## src/rtl/usrt_pkg.sv

```systemverilog
// Shared constants, state encoding and helpers for the USRT transfer controller.
// Frame layout on the wire, LSB first: start, 8 data bits, parity, stop.
package usrt_pkg;
  localparam int FRAME_BITS = 11;
  localparam logic START_BIT = 1'b1;
  localparam logic STOP_BIT = 1'b0;
  localparam logic LINE_IDLE = 1'b0;

  localparam logic [3:0] ADDR_DATA = 4'h0;
  localparam logic [3:0] ADDR_STATUS = 4'h4;

  localparam int ST_PAR = 0;
  localparam int ST_FRM = 1;
  localparam int ST_TMO = 2;

  typedef enum logic [2:0] {
    ST_IDLE     = 3'd0,
    ST_TX_FRAME = 3'd1,
    ST_RX_HUNT  = 3'd2,
    ST_RX_FRAME = 3'd3,
    ST_RESP     = 3'd4
  } state_e;

  function automatic logic parity8(input logic [7:0] d);
    return ^d;
  endfunction
endpackage

```

## src/rtl/usrt_xfer_ctrl_if.sv

```systemverilog
// APB slave signals, serial pins and FSM debug state of the USRT transfer controller.
// Handshake: an access starts when pSelect&pEnable are seen in IDLE; pReady pulses one cycle to end it.
interface usrt_xfer_ctrl_if #(
  parameter int ADDR_W = 32
);
  import usrt_pkg::*;

  logic              pSelect;
  logic              pEnable;
  logic              pWrite;
  logic [ADDR_W-1:0] pAddress;
  logic [7:0]        pWData;
  logic [7:0]        pRData;
  logic              pReady;
  logic              pSlvErr;
  logic              Tx;
  logic              Rx;
  logic              uClk;
  logic              dir;
  state_e            dbg_state;

  modport slave (
    input  pSelect, pEnable, pWrite, pAddress, pWData, Tx,
    output pRData, pReady, pSlvErr, Rx, uClk, dir, dbg_state
  );

  modport master (
    output pSelect, pEnable, pWrite, pAddress, pWData, Tx,
    input  pRData, pReady, pSlvErr, Rx, uClk, dir, dbg_state
  );
endinterface

```

## src/rtl/usrt_baud_tick.sv

```systemverilog
// Bit-period divider: counts 0..BAUD_DIV-1 and ticks on the last count.
// While clr is high the count is held at zero and no tick is produced.
module usrt_baud_tick #(
  parameter int BAUD_DIV = 80
) (
  input  logic pClk,
  input  logic pReset,
  input  logic clr,
  output logic tick
);
  localparam int CNT_W = (BAUD_DIV > 2) ? $clog2(BAUD_DIV) : 1;

  logic [CNT_W-1:0] cnt_q, cnt_d;
  logic             at_end;

  assign at_end = (cnt_q == CNT_W'(BAUD_DIV - 1));
  assign tick   = at_end & ~clr;

  always_comb begin
    cnt_d = cnt_q + 1'b1;
    if (clr || at_end) cnt_d = '0;
  end

  always_ff @(posedge pClk) begin
    if (pReset) cnt_q <= '0;
    else        cnt_q <= cnt_d;
  end
endmodule

```

## src/rtl/usrt_xfer_ctrl.sv

```systemverilog
// APB-side transfer controller: one 11-bit frame per DATA access, out on Rx for writes,
// hunted and captured from Tx for reads; pReady is held off until the frame completes.
module usrt_xfer_ctrl
  import usrt_pkg::*;
#(
  parameter int BAUD_DIV   = 80,
  parameter int RX_TIMEOUT = 64,
  parameter int ADDR_W     = 32
) (
  input logic pClk,
  input logic pReset,
  usrt_xfer_ctrl_if.slave bus
);
  localparam int TMO_W = $clog2(RX_TIMEOUT + 1);

  state_e           state_q, state_d;
  logic [10:0]      tx_sh_q, tx_sh_d;
  logic [9:0]       rx_sh_q, rx_sh_d;
  logic [3:0]       bit_cnt_q, bit_cnt_d;
  logic [TMO_W-1:0] hunt_cnt_q, hunt_cnt_d;
  logic [2:0]       status_q, status_d, status_set;
  logic             status_clr;
  logic [7:0]       resp_data_q, resp_data_d;
  logic             resp_err_q, resp_err_d;
  logic             resp_status_q, resp_status_d;
  logic             wr_q, wr_d;
  logic             tick, div_clr, access;
  logic [3:0]       addr_lo;
  logic [9:0]       rx_word;
  logic             par_bad, stop_bad;
  logic             unused_addr_hi;

  assign unused_addr_hi = ^bus.pAddress[ADDR_W-1:4];
  assign access  = bus.pSelect & bus.pEnable;
  assign addr_lo = bus.pAddress[3:0];
  assign rx_word = {bus.Tx, rx_sh_q[9:1]};
  assign par_bad  = (parity8(rx_word[7:0]) != rx_word[8]);
  assign stop_bad = (rx_word[9] != STOP_BIT);
  assign div_clr = (state_q == ST_IDLE) || (state_q == ST_RESP);

  usrt_baud_tick #(.BAUD_DIV(BAUD_DIV)) u_tick (
    .pClk  (pClk),
    .pReset(pReset),
    .clr   (div_clr),
    .tick  (tick)
  );

  always_comb begin
    state_d       = state_q;
    tx_sh_d       = tx_sh_q;
    rx_sh_d       = rx_sh_q;
    bit_cnt_d     = bit_cnt_q;
    hunt_cnt_d    = hunt_cnt_q;
    resp_data_d   = resp_data_q;
    resp_err_d    = resp_err_q;
    resp_status_d = resp_status_q;
    wr_d          = wr_q;
    status_set    = '0;
    status_clr    = 1'b0;
    case (state_q)
      ST_IDLE: begin
        if (access) begin
          wr_d          = bus.pWrite;
          bit_cnt_d     = '0;
          hunt_cnt_d    = '0;
          resp_data_d   = '0;
          resp_err_d    = 1'b0;
          resp_status_d = 1'b0;
          if (addr_lo == ADDR_DATA && bus.pWrite) begin
            tx_sh_d = {STOP_BIT, parity8(bus.pWData), bus.pWData, START_BIT};
            state_d = ST_TX_FRAME;
          end else if (addr_lo == ADDR_DATA) begin
            state_d = ST_RX_HUNT;
          end else if (addr_lo == ADDR_STATUS && !bus.pWrite) begin
            resp_status_d = 1'b1;
            resp_data_d   = {5'b0, status_q};
            state_d       = ST_RESP;
          end else begin
            resp_err_d = 1'b1;
            state_d    = ST_RESP;
          end
        end
      end
      ST_TX_FRAME: begin
        if (!bus.pSelect) begin
          state_d = ST_IDLE;
        end else if (tick) begin
          tx_sh_d = {LINE_IDLE, tx_sh_q[10:1]};
          if (bit_cnt_q == 4'(FRAME_BITS - 1)) state_d = ST_RESP;
          else bit_cnt_d = bit_cnt_q + 1'b1;
        end
      end
      ST_RX_HUNT: begin
        if (!bus.pSelect) begin
          state_d = ST_IDLE;
        end else if (tick) begin
          if (bus.Tx == START_BIT) begin
            bit_cnt_d = '0;
            state_d   = ST_RX_FRAME;
          end else if (hunt_cnt_q == TMO_W'(RX_TIMEOUT - 1)) begin
            resp_err_d         = 1'b1;
            status_set[ST_TMO] = 1'b1;
            state_d            = ST_RESP;
          end else begin
            hunt_cnt_d = hunt_cnt_q + 1'b1;
          end
        end
      end
      ST_RX_FRAME: begin
        if (!bus.pSelect) begin
          state_d = ST_IDLE;
        end else if (tick) begin
          rx_sh_d = rx_word;
          // The tick carrying the stop bit closes the frame; both checks may flag together.
          if (bit_cnt_q == 4'(FRAME_BITS - 2)) begin
            status_set[ST_PAR] = par_bad;
            status_set[ST_FRM] = stop_bad;
            resp_err_d         = par_bad | stop_bad;
            resp_data_d        = (par_bad | stop_bad) ? 8'h00 : rx_word[7:0];
            state_d            = ST_RESP;
          end else begin
            bit_cnt_d = bit_cnt_q + 1'b1;
          end
        end
      end
      ST_RESP: begin
        status_clr = resp_status_q;
        state_d    = ST_IDLE;
      end
      default: state_d = ST_IDLE;
    endcase
    status_d = (status_clr ? 3'b000 : status_q) | status_set;
  end

  always_ff @(posedge pClk) begin
    if (pReset) begin
      state_q       <= ST_IDLE;
      tx_sh_q       <= '0;
      rx_sh_q       <= '0;
      bit_cnt_q     <= '0;
      hunt_cnt_q    <= '0;
      status_q      <= '0;
      resp_data_q   <= '0;
      resp_err_q    <= 1'b0;
      resp_status_q <= 1'b0;
      wr_q          <= 1'b0;
    end else begin
      state_q       <= state_d;
      tx_sh_q       <= tx_sh_d;
      rx_sh_q       <= rx_sh_d;
      bit_cnt_q     <= bit_cnt_d;
      hunt_cnt_q    <= hunt_cnt_d;
      status_q      <= status_d;
      resp_data_q   <= resp_data_d;
      resp_err_q    <= resp_err_d;
      resp_status_q <= resp_status_d;
      wr_q          <= wr_d;
    end
  end

  assign bus.pReady    = (state_q == ST_RESP);
  assign bus.pRData    = bus.pReady ? resp_data_q : 8'h00;
  assign bus.pSlvErr   = bus.pReady & resp_err_q;
  assign bus.Rx        = (state_q == ST_TX_FRAME) ? tx_sh_q[0] : LINE_IDLE;
  assign bus.uClk      = tick;
  assign bus.dir       = (state_q == ST_IDLE) ? 1'b1 : ~wr_q;
  assign bus.dbg_state = state_q;
endmodule
```

## src/flat_wrapper.sv

```systemverilog
// flat-port wrapper written by rule: the top's interface ports become plain ports
module usrt_xfer_ctrl_flat import usrt_pkg::*;
#(
  parameter int BAUD_DIV   = 80,
  parameter int RX_TIMEOUT = 64,
  parameter int ADDR_W     = 32
)
  (pClk, pReset, bus_pSelect, bus_pEnable, bus_pWrite, bus_pAddress, bus_pWData, bus_Tx, bus_pRData, bus_pReady, bus_pSlvErr, bus_Rx, bus_uClk, bus_dir, bus_dbg_state);
  usrt_xfer_ctrl_if #(.ADDR_W(ADDR_W)) bus_i ();
  input logic pClk;
  input logic pReset;
  input wire logic [$bits(bus_i.pSelect)-1:0] bus_pSelect;
  input wire logic [$bits(bus_i.pEnable)-1:0] bus_pEnable;
  input wire logic [$bits(bus_i.pWrite)-1:0] bus_pWrite;
  input wire logic [$bits(bus_i.pAddress)-1:0] bus_pAddress;
  input wire logic [$bits(bus_i.pWData)-1:0] bus_pWData;
  input wire logic [$bits(bus_i.Tx)-1:0] bus_Tx;
  output wire logic [$bits(bus_i.pRData)-1:0] bus_pRData;
  output wire logic [$bits(bus_i.pReady)-1:0] bus_pReady;
  output wire logic [$bits(bus_i.pSlvErr)-1:0] bus_pSlvErr;
  output wire logic [$bits(bus_i.Rx)-1:0] bus_Rx;
  output wire logic [$bits(bus_i.uClk)-1:0] bus_uClk;
  output wire logic [$bits(bus_i.dir)-1:0] bus_dir;
  output wire logic [$bits(bus_i.dbg_state)-1:0] bus_dbg_state;
  assign bus_i.pSelect = bus_pSelect;
  assign bus_i.pEnable = bus_pEnable;
  assign bus_i.pWrite = bus_pWrite;
  assign bus_i.pAddress = bus_pAddress;
  assign bus_i.pWData = bus_pWData;
  assign bus_i.Tx = bus_Tx;
  assign bus_pRData = bus_i.pRData;
  assign bus_pReady = bus_i.pReady;
  assign bus_pSlvErr = bus_i.pSlvErr;
  assign bus_Rx = bus_i.Rx;
  assign bus_uClk = bus_i.uClk;
  assign bus_dir = bus_i.dir;
  assign bus_dbg_state = bus_i.dbg_state;
  usrt_xfer_ctrl #(.BAUD_DIV(BAUD_DIV), .RX_TIMEOUT(RX_TIMEOUT), .ADDR_W(ADDR_W)) u_core (.pClk(pClk), .pReset(pReset), .bus(bus_i));
endmodule
```

## config.mk

```make
export PLATFORM = sky130hd
export DESIGN_NAME = usrt_xfer_ctrl_flat
export DESIGN_NICKNAME = d
export VERILOG_FILES = /design/src/rtl/usrt_pkg.sv /design/src/rtl/usrt_xfer_ctrl_if.sv /design/src/rtl/usrt_baud_tick.sv /design/src/rtl/usrt_xfer_ctrl.sv /design/src/flat_wrapper.sv
export SDC_FILE = /design/constraint.sdc
export NUM_CORES = 1
export LEC_CHECK = 0
export ABC_AREA = 1
export BUFFER_PORTS_ARGS = -buffer_cell sky130_fd_sc_hd__buf_2
export CAP_MARGIN = 10
export CORE_ASPECT_RATIO = 0.5
export CORE_MARGIN = 2
export CORE_UTILIZATION = 51
export CTS_BUF_LIST = sky130_fd_sc_hd__clkbuf_4
export DETAILED_ROUTE_END_ITERATION = 8
export PLACE_DENSITY = 0.83
export SYNTH_ARGS = -nofsm -noshare
export SYNTH_HDL_FRONTEND = slang
export SYNTH_HIERARCHICAL = 1
export SYNTH_SLANG_ARGS = --single-unit
export TNS_END_PERCENT = 20
```

## constraint.sdc

```tcl
create_clock -name pClk -period 1.8 [get_ports pClk]
set_input_delay 0.09 -clock pClk [delete_from_list [all_inputs] [get_ports pClk]]
set_output_delay 0.09 -clock pClk [all_outputs]
set_load 0.01 [all_outputs]
```

## Yosys cells after proc, flatten, opt, wreduce, memory -nomap -nowiden

Cells that the tools add are included.

- Register bits after elaboration: 56
- Input bits: 46
- Logic and storage cells: 149

- $add $sub $neg: 3
- Equal/unequal tests: 31
- Mux-type cells: 74
- Bitwise gates (word level): 7
- Reduce and logical (&&, ||, !) cells: 23

Operators by type and width:

| operator | number |
|---|---|
| $mux 8 | 8 |
| $mux 3 | 15 |
| $mux 11 | 4 |
| $mux 4 | 10 |
| $mux 7 | 5 |
| $mux 1 | 22 |
| $ne 2x2->1 const B | 11 |
| $pmux 11 s2 | 1 |
| $pmux 4 s4 | 1 |
| $pmux 8 s2 | 1 |
| $reduce_xor 8->1 | 2 |
| $add 7x1->7 const B | 2 |
| $pmux 7 s2 | 1 |
| $pmux 3 s4 | 1 |
| $reduce_and 11->1 | 1 |
| $reduce_and 5->1 | 2 |
| $ne 3x3->1 const B | 3 |
| $reduce_and 9->1 | 1 |
| $eq 4x4->1 const B | 2 |
| $mux 2 | 4 |
| $ne 2x1->1 const B | 4 |
| $eq 7x6->1 const B | 1 |
| $eq 7x7->1 const B | 1 |
| $reduce_and 7->1 | 1 |
| other kinds (25) | 34 |

## Logic depth before layout (Yosys ltp)

- Word-level depth: 8
- Gate-level depth with buffers: 13
- Gate-level depth less buffers: 13

## Hierarchy

The synthesis kept the hierarchy.

Modules (own cells, without submodules):

| module | times used | cells each | area each (um^2) | sequential area each (um^2) |
|---|---|---|---|---|
| usrt_xfer_ctrl | 1 | 397 | 2638.8 | 940.9 |
| usrt_baud_tick | 1 | 42 | 319.1 | 140.1 |

## Least setup slack after synthesis

OpenSTA, ideal clock, no wires.

- Kind: register to register
- From: register u_core.u_tick.cnt_q[0]
- To: register u_core.bit_cnt_q[0]
- Arrival: 2.007 ns
- Data required time: 1.682 ns
- Setup slack: -0.325 ns
- Stages on the path, launching flop included: 13
- Buffers on the path: 0
- Clock period less this slack: 2.125 ns
- Cells stage by stage: dfxtp_1 > ha_1 > nand2_2 > nor2_2 > nand3_2 > nor2_1 > nand2_2 > inv_1 > o21ai_0 > nor3_4 > nand2_2 > o21ai_1 > nor2_1

- Word-level cells in the longest chain between the ends: 4

RTL lines:

| item | RTL line | RTL |
|---|---|---|
| start, declared | usrt_baud_tick.sv:13 | `logic [CNT_W-1:0] cnt_q, cnt_d;` |
| start signal, assigned | usrt_baud_tick.sv:26 | `else cnt_q <= cnt_d;` |
| $eq 7x7->1 * | usrt_baud_tick.sv:16 | `assign at_end = (cnt_q == CNT_W'(BAUD_DIV - 1));` |
| $and 1x1->1 * | usrt_baud_tick.sv:17 | `assign tick = at_end & ~clr;` |
| net bus_uClk | flat_wrapper.sv:22 | `output wire logic [$bits(bus_i.uClk)-1:0] bus_uClk;` |
| $ne 2x2->1 (no source line) | -- |  |
| $reduce_and 11->1 (no source line) * | -- |  |
| end signal, assigned | usrt_xfer_ctrl.sv:151 | `bit_cnt_q <= bit_cnt_d;` |
| end, declared | usrt_xfer_ctrl.sv:19 | `logic [3:0] bit_cnt_q, bit_cnt_d;` |

Mark *: on every way through the listed nets, which the timed path passes. The rest lies on a longest branch.
A chain may end at the register's enable or synchronous reset.

## Final worst setup path

- From: register u_core.state_q[1] (netlist: u_core/bus.dbg_state[1])
- To: register u_core.bit_cnt_q[0]

- Word-level cells in the longest chain between the ends: 6

RTL lines:

| item | RTL line | RTL |
|---|---|---|
| start, declared | usrt_xfer_ctrl.sv:16 | `state_e state_q, state_d;` |
| start signal, assigned | usrt_xfer_ctrl.sv:148 | `state_q <= state_d;` |
| $eq 3x3->1 or $logic_not 3->1 (tied branches) | usrt_xfer_ctrl.sv:39, usrt_xfer_ctrl.sv:60 |  |
| $logic_or 1x1->1 | usrt_xfer_ctrl.sv:39 | `assign div_clr = (state_q == ST_IDLE) \|\| (state_q == ST_RESP);` |
| $not 1->1 | usrt_baud_tick.sv:17 |  |
| $and 1x1->1 | usrt_baud_tick.sv:17 |  |
| $ne 2x2->1 (no source line) | -- |  |
| $reduce_and 11->1 (no source line) | -- |  |

Parallel ways exist; a longest one is shown, timed or not.

==> impl_metrics.yaml <==
setup_path:
  endpoint_kind: "register"
  path_max_fanout: 6
  worstPathArrival_ps: 2130
  reg2regPathDepth: 11
  ff2ff_setup_slack_ps: -70
  required_ps: 2060
  critPathLaunchType: "register"
  rr_startpoint: "u_core/bus.dbg_state[1]"
  r2r-end: "u_core/bit_cnt_q[0]"
  path_class: "reg2reg"
yosys:
  syn_nets: 490
  synth_most_common_cell: "nand2_1"
  synth.avg_cell_area_sq_um: 6.74
  ys_types: 35
  synth_common_cells: "nand2_1, inv_1, dfxtp_1"
  ys_seq_area_frac: 0.365
  synth_ff_type: "dfxtp_1"
  yosys.area.top_type: "dfxtp_1"
  ys_warn_count: 6
  synth_area_leaders: "dfxtp_1, nand2_1, inv_1, a21oi_1, nor2_1"
  yosysTopAreaCellShare: 0.365
  async_reset_ff_frac: 0
  ys_seq_elements: 54
  synth.cell_area_sq_mm: 0.00296
  synth_edf_count: 0
  syn_inst: 439
die:
  num_rows: 19
  die_y_um: 57.9
  die_x_um: 112
  start_util: 0.534
  dieArea_sq_mm: 0.00646
  coreArea_sq_mm: 0.00554
  ios: 62
min_path:
  hp-start: "bus_Tx"
  hold_path_depth: 3
  hp-class: "in2reg"
  worstHoldEndpoint: "u_core/status_q[1]"
power_and_ir_drop:
  p_leak_nw: 1.57
  peakVddDrop_mv: 0.522
  total_power_mw: 3.40
  power.density_mw_per_mm2: 936
run_status:
  status: "finished, violations left"
  violations: "negative setup slack"
grt:
  grt_max_degree: 24
  grt_pass1_wl_um: 10700
  grt_overflow: 0
  grt_pass1_vias: 2537
  grt_usage: 0.198
  antenna_found_initial: 0
sta:
  finClkSkew_ps: 9.10
  hold_slack_ps: 53.4
  slew_viol_final: 0
  worst_pin_slew_ps: 780
  finalCritPeriodShare: 1.04
  rsz0062_at_grt: "yes"
  setup-violations-final: 6
  period_needed_ps: 1870
  worst_slack_ps: -72.6
  fmax_ghz: 0.534
  slew_headroom: 0.475
  hold_viol_final: 0
clock_network:
  cts_tree: "done"
  h-tree-depth: 2
  cts.sinks: 54
  numCtsBuffers: 5
  clock-root-buffer: "clkbuf_4"
  clkLatencyLatePin_ps: 350
  cts.clk_slew.worst_paths_ps: 130
  cts_buffer_depth: 2
route:
  first_pass_iters: 5
  vias: 2894
  ant_nets: 0
  routedWlPerCell_um: 11.3
  viasPerCell: 5.02
  drtIter0Drc: 99
  drt-total-wl_um: 6520
  drcViolationCount: 0
placement:
  hpwlAfterDp_um: 4810
  post-place-cells: 562
  io_buffer_count: 33
  place_congestion: 0.858
final_layout:
  n_antenna_cell: 0
  final_nets: 554
  drive_above_1_share: 0.245
  final_cells: 576
  area_delta_synth_final_pct: 22.6
run:
  drv_cap: 0
-- where the power goes --
group	switching [mW]	total [mW]	internal, mW
Sequential	0.0907	1.37	1.28
Combinational	0.931	1.51	0.582
Clock	0.333	0.511	0.179
Total	1.35	3.40	2.04
-- sequential cells by signal, summed over array words and instances (netlist names) --
register	count
u_core/bit_cnt_q	4
u_core/resp_status_q	1
u_core/tx_sh_q	10
u_core/resp_err_q	1
u_core/bus.dbg_state	3
u_core/resp_data_q	8
u_core/u_tick/cnt_q	7
u_core/hunt_cnt_q	7
u_core/status_q	3
u_core/rx_sh_q	9
u_core/wr_q	1
-- layout make-up --
type,instances,area [sq um]
sequential,54,1080
fill,497,1910
multi-input combinational,309,1710
clock buffer,7,52.6
tap,73,91.3
timing repair buffer,64,422
inverter,68,263
timing repair inverter,1,3.75
-- stage by stage --
step / utilization / worst slack, ps / cell area, sq um / TNS (ps)
3_3_place_gp: 0.617 / -41.8 / 3420 / -47.7
3_5_place_dp: 0.617 / -80.0 / 3420 / -329
4_1_cts: 0.635 / -32.9 / 3520 / -49.9
6_report: 0.655 / -72.6 / 3630 / -238
5_1_grt: 0.655 / -182 / 3630 / -2700
2_1_floorplan: - / 5.61 / 3020 / 0
-- critical path, stage by stage (launching register included) --
cell and delay, ps:
dfxtp_1 380, buf_4 160, nor2_4 230, nand2_4 130, nor2_4 120, inv_2 60, o21ai_2 70, clkinv_2 130
buf_4 160, nand2_2 110, xor2_1 160, nor2_1 60
-- logic make-up (layout without fill, tap and decap cells) --
family | after synthesis | after routing | share of synthesized area
flops | 54 | 54 | 0.365
compound gates | 87 | 87 | 0.155
xor+xnor | 13 | 13 | 0.0385
fa+ha+maj | 5 | 5 | 0.0212
simple gates | 203 | 204 | 0.318
buf+inv | 77 | 140 | 0.102
-- cells in the final DEF, fill, tap and decap left out, types with 2 or more instances in the layout --
master	instances
dfxtp_1	51
nand4_1	14
dfxtp_2	3
nor3_2	2
xnor2_1	8
nor2_1	45
buf_6	5
a31oi_1	2
buf_2	32
nor2_2	5
nand2_1	92
clkbuf_4	7
ha_1	4
nand3_4	3
nand2_4	5
xor2_1	5
o21ai_2	4
a21oi_1	43
inv_1	57
buf_4	26
clkinv_2	2
o21ai_0	23
nand2_2	2
nand3_1	22
inv_2	9
o21ai_1	10
nor2_4	10
-- worst max path at each step --
stage                             from              endpoint  slack, ps  cells after the start
2_1_floorplan   u_core/u_tick/cnt_q[1]   u_core/bit_cnt_q[0]          6                     12
3_3_place_gp    u_core/u_tick/cnt_q[1]  u_core/hunt_cnt_q[6]        -40                     11
3_5_place_dp    u_core/u_tick/cnt_q[1]  u_core/hunt_cnt_q[6]        -80                     11
4_1_cts         u_core/u_tick/cnt_q[1]  u_core/hunt_cnt_q[6]        -30                     11
5_1_grt        u_core/bus.dbg_state[1]   u_core/bit_cnt_q[0]       -180                     11
6_report       u_core/bus.dbg_state[1]   u_core/bit_cnt_q[0]        -70                     11
-- per-layer routing --
layer | track usage | part of all wire | routed length (um)
met5 | 0 | 0 | 0
met4 | 0.0529 | 0.0089 | 58
met3 | 0.0387 | 0.063 | 413
met2 | 0.342 | 0.45 | 2930
met1 | 0.261 | 0.48 | 3110
-- timing repair --
action,CTS,global route
cloned,1,1
gates resized for setup,12,21
buffers inserted,0,4
hold buffers,1,0
endpoints found under the setup margin,30,44
pin swaps,3,13
endpoints found under the hold margin,1,0
Note: power is estimated with default switching activity, not from simulation.
